`src/rtl/overlay_mix_ctrl.sv`:
```
// Overlay sequencer: alpha-blends a 128x128 ROM logo into a window
// of the 256x256 RAM picture, writing each result back in place.
module overlay_mix_ctrl #(
  parameter int unsigned X_OFF = 64,
  parameter int unsigned Y_OFF = 64,
  parameter int unsigned ALPHA = 8,
  parameter logic [23:0] KEY_COLOR = 24'hFFFFFF
) (
  input  logic        clk,
  input  logic        rst,
  input  logic        start,
  input  logic [23:0] ROM_Q,
  input  logic [23:0] RAM_Q,
  output logic [13:0] ROM_A,
  output logic        ROM_OE,
  output logic [15:0] RAM_A,
  output logic        RAM_WE,
  output logic        RAM_OE,
  output logic [23:0] RAM_D,
  output logic        busy,
  output logic        done
);
  typedef enum logic [2:0] {
    S_IDLE,
    S_RD,
    S_WAIT,
    S_WR,
    S_DONE
  } state_t;

  localparam logic [15:0] XO = 16'(X_OFF);
  localparam logic [15:0] YO = 16'(Y_OFF);
  localparam logic [11:0] WL = 12'(ALPHA);
  localparam logic [11:0] WB = 12'(16 - ALPHA);

  state_t     state;
  logic [6:0] x, y;
  logic [6:0] nx, ny;
  logic       last;
  logic       keyed;
  logic       adv;

  function automatic logic [15:0] ram_addr(
    input logic [6:0] px,
    input logic [6:0] py
  );
    return ((YO + {9'd0, py}) << 8) + XO + {9'd0, px};
  endfunction

  // Truncating blend: 12-bit products, 13-bit sum, drop 4 LSBs.
  function automatic logic [7:0] mix(
    input logic [7:0] l,
    input logic [7:0] b
  );
    logic [11:0] pl, pb;
    logic [12:0] s;
    pl = {4'd0, l} * WL;
    pb = {4'd0, b} * WB;
    s  = {1'b0, pl} + {1'b0, pb};
    return 8'(s >> 4);
  endfunction

  always_comb begin
    nx    = x + 7'd1;
    ny    = (x == 7'd127) ? y + 7'd1 : y;
    last  = (x == 7'd127) && (y == 7'd127);
    keyed = (ROM_Q == KEY_COLOR);
    adv   = (state == S_WR) || ((state == S_WAIT) && keyed);
  end

  always_ff @(posedge clk) begin
    if (!rst) begin
      state  <= S_IDLE;
      x      <= '0;
      y      <= '0;
      ROM_A  <= '0;
      RAM_A  <= '0;
      ROM_OE <= 1'b0;
      RAM_OE <= 1'b0;
      RAM_WE <= 1'b0;
      RAM_D  <= '0;
      busy   <= 1'b0;
      done   <= 1'b0;
    end else begin
      unique case (state)
        S_IDLE: begin
          if (start) begin
            state  <= S_RD;
            done   <= 1'b0;
            busy   <= 1'b1;
            ROM_OE <= 1'b1;
            RAM_OE <= 1'b1;
            ROM_A  <= {y, x};
            RAM_A  <= ram_addr(x, y);
          end
        end
        S_RD: begin
          state  <= S_WAIT;
          ROM_OE <= 1'b0;
          RAM_OE <= 1'b0;
        end
        S_WAIT: begin
          if (!keyed) begin
            state  <= S_WR;
            RAM_WE <= 1'b1;
            RAM_D  <= {mix(ROM_Q[23:16], RAM_Q[23:16]),
                       mix(ROM_Q[15:8], RAM_Q[15:8]),
                       mix(ROM_Q[7:0], RAM_Q[7:0])};
          end
        end
        S_WR: begin
          RAM_WE <= 1'b0;
        end
        S_DONE: begin
          state <= S_IDLE;
        end
        default: begin
          state <= S_IDLE;
        end
      endcase

      // Step to the next pixel; the counter wraps to 0,0 after the last.
      if (adv) begin
        x <= nx;
        y <= ny;
        if (last) begin
          state <= S_DONE;
          busy  <= 1'b0;
          done  <= 1'b1;
        end else begin
          state  <= S_RD;
          ROM_OE <= 1'b1;
          RAM_OE <= 1'b1;
          ROM_A  <= {ny, nx};
          RAM_A  <= ram_addr(nx, ny);
        end
      end
    end
  end

endmodule

```
`config.mk`:
```
export PLATFORM = sky130hd
export DESIGN_NAME = overlay_mix_ctrl
export DESIGN_NICKNAME = d
export VERILOG_FILES = /design/src/rtl/overlay_mix_ctrl.sv
export SDC_FILE = /design/constraint.sdc
export NUM_CORES = 1
export LEC_CHECK = 0
export BUFFER_PORTS_ARGS = -buffer_cell sky130_fd_sc_hd__buf_2
export CAP_MARGIN = 15
export CORE_UTILIZATION = 35
export CTS_CLUSTER_DIAMETER = 40
export DETAILED_ROUTE_END_ITERATION = 12
export PLACE_DENSITY_LB_ADDON = 0.1
export SKIP_CTS_REPAIR_TIMING = 1
export SYNTH_ARGS = -nofsm -noshare
export SYNTH_HDL_FRONTEND = slang
export SYNTH_SLANG_ARGS = --single-unit
export TNS_END_PERCENT = 50
```
`constraint.sdc`:
```
create_clock -name clk -period 2 [get_ports clk]
set_input_delay 0.4 -clock clk [delete_from_list [all_inputs] [get_ports clk]]
set_output_delay 0.4 -clock clk [all_outputs]
set_load 0.01 [all_outputs]
```
==> qor.yml <==
finish:
  drive_gt1_share_pct: 31.5
  syn_to_final_growth_pct: 38.7
  nets: 747
  diodes: 0
pwr:
  powerDensity_mw_per_mm2: 716
  peakVddDrop_mv: 0.359
  leakage_nw: 2.49
  p_total_mw: 4.10
placement:
  dpl.hpwl_mm: 9.38
  gp_congestion: 0.861
  portBuffers: 109
yosys:
  syn_area_mm2: 0.00413
  synthesis.instances: 511
  synth_warnings: 0
  yosys_register_bits: 76
  yosys.area.top_type: "dfxtp_1"
  synth_top_area_share_pct: 36.8
  synth.most_common_cell: "dfxtp_1"
  yosysSeqAreaShare_pct: 36.8
  syn_avg_cell_area_um2: 8.09
  syn_nets: 588
  ys_types: 49
  ys_top_cells_by_count: "dfxtp_1 (76), a21oi_1 (67), nand2_1 (66)"
  synth_edf_count: 0
  synth_area_leaders: "dfxtp_1 (37%), a21oi_1 (8.1%), ha_1 (7.0%), nand2_1 (6.0%), o21ai_0 (4.4%)"
  synth-async-reset-ratio_pct: 0
  synth_ff_type: "dfxtp_1"
grt:
  grt_util_met3_pct: 5.63
  grt_antenna_before_repair: 0
  grtUsageMet1_pct: 24.7
  grt_usage_pct: 20.8
  grt_max_degree: 47
  overflow: 0
  grt_pass1_vias: 4364
  busiest_layer: "met2"
  grt_use_met2_pct: 36.7
  grt_first_pass_wirelength_mm: 20.9
timing:
  fmax_ghz: 0.530
  fin_skew_ps: 6.04
  maxSlewViolCount: 0
  min_period_ps: 1890
  hold_viol: 0
  hold_ws_ps: 427
  post-route-period-util_pct: 94.3
  tightestPinTransition_ps: 394
  setup_violations: 0
  timing.slew.headroom_pct: 73.1
setup_path:
  reg2reg_from: "y[1]"
  worstPathArrival_ps: 2090
  critPathLaunchType: "register"
  critPathKind: "register to register"
  r2r_setup_slack_ps: 110
  required_ps: 2210
  path_max_fanout: 7
  r2r_cells: 6
  critPathCaptureType: "register"
  r2r_end: "RAM_A[8]"
min_path:
  hold_end: "state[0]"
  hold_start: "start"
  hold_class: "input pin to register"
  min_path_cells: 3
clocking:
  cts_buffers: 9
  clkLatencyLatePin_ps: 330
  cts_tree: "yes"
  clkSlewWorstSetupHoldPaths_ps: 60
  htreeDepth: 3
  cts-root-buf: "clkbuf_16"
  cts_buffer_depth: 2
  cts.sink_count: 76
detailed_routing:
  drt-initial-drc-count: 152
  route.vias.total: 4446
  drt-pass1-iter-count: 4
  drc: 0
  wl_per_cell_um: 15.3
  ant_nets: 0
  routed_wl_mm: 12.5
  vias_per_cell: 5.44
floorplanning:
  core-area_mm2: 0.0115
  pin_count: 110
  die_area_mm2: 0.0123
  initial_core_util_pct: 36.1
  dieWidth_um: 111
  num_rows: 39
  fp.dieH_um: 111
status:
  status: "finished clean"
flow_run:
  drv_cap: 0
## state kept, by name, indices dropped and copies added (netlist names)
name	cells
x	7
state	3
done	1
RAM_D	24
y	7
ROM_OE	1
RAM_WE	1
ROM_A	14
RAM_A	16
RAM_OE	1
busy	1
## worst max-delay path by stage
| stage | to | slack (ps) | startpoint |
|---|---|---|---|
| CTS | ROM_A[0] | -90 | x[1] |
| global placement | RAM_A[15] | -260 | ROM_Q[17] |
| detailed placement | ROM_A[13] | -270 | ROM_Q[17] |
| finish | RAM_A[8] | 110 | y[1] |
| global route | RAM_A[0] | -7 | x[1] |
| floorplan | RAM_A[5] | 40 | x[0] |
## where the power goes
| part | switching, mW | internal (mW) |
|---|---|---|
| Combinational | 0.383 | 0.324 |
| Sequential | 0.0379 | 1.58 |
| Clock | 0.631 | 1.15 |
| Total | 1.05 | 3.05 |
## through the flow
step / instances / worst slack (ps) / TNS, ps / utilization, % / instance area, µm²
2_1_floorplan: 511 / 36.4 / 0 / - / 4140
3_3_place_gp: 802 / -258 / -1850 / 46.8 / 5360
3_5_place_dp: 802 / -274 / -2980 / 46.8 / 5360
4_1_cts: 817 / -94.2 / -519 / 49.6 / 5690
5_1_grt: 817 / -7.19 / -7.97 / 50.0 / 5730
6_report: 817 / 114 / 0 / 50.0 / 5730
## per-layer routing
metal	part of all wire (%)	wire length, µm	vias up
met5	0	0	-
met4	1.3	168	0
met3	6.1	761	15
met2	49	6100	132
met1	44	5500	2071
li1	-	-	2228
## layout make-up
class | instances | area, µm²
clock buffer | 11 | 253
inverter | 3 | 11.3
fill | 1103 | 5730
tap | 143 | 179
clock inverter | 4 | 72.6
multi-input combinational | 399 | 2520
timing repair buffer | 181 | 1180
sequential | 76 | 1520
## logic make-up after synthesis
kind of cell	count (synthesis)	synth area share [%]
AO/OA/AOI/OAI	181	26.8
AND/OR/NAND/NOR	180	21.9
flip-flops	76	36.8
buffers and inverters	36	3.54
adder cells (fa/ha/maj)	26	8.41
XOR/XNOR	11	2.33
multiplexers	1	0.242
## worst max-delay path: stages, from the launching register on
cell     delay, ps
dfxtp_1        340
ha_2           210
nand4_1        180
or4_4          520
buf_4          180
a32oi_2        220
a31oi_1        110
## cell usage in the layout, fill, tap and decap left out, drive strengths merged, types with 8 or more instances in the layout
| cell type | instances |
|---|---|
| and2 | 8 |
| dfxtp | 76 |
| o21ai | 36 |
| o211ai | 12 |
| xnor2 | 8 |
| a31oi | 20 |
| nand4 | 11 |
| or3 | 11 |
| clkbuf | 11 |
| nand3 | 19 |
| ha | 23 |
| a21oi | 67 |
| and3 | 9 |
| nor3 | 15 |
| nand2 | 66 |
| nor2 | 24 |
| buf | 181 |
| o21a | 9 |
(Power assumes the default switching activity.)
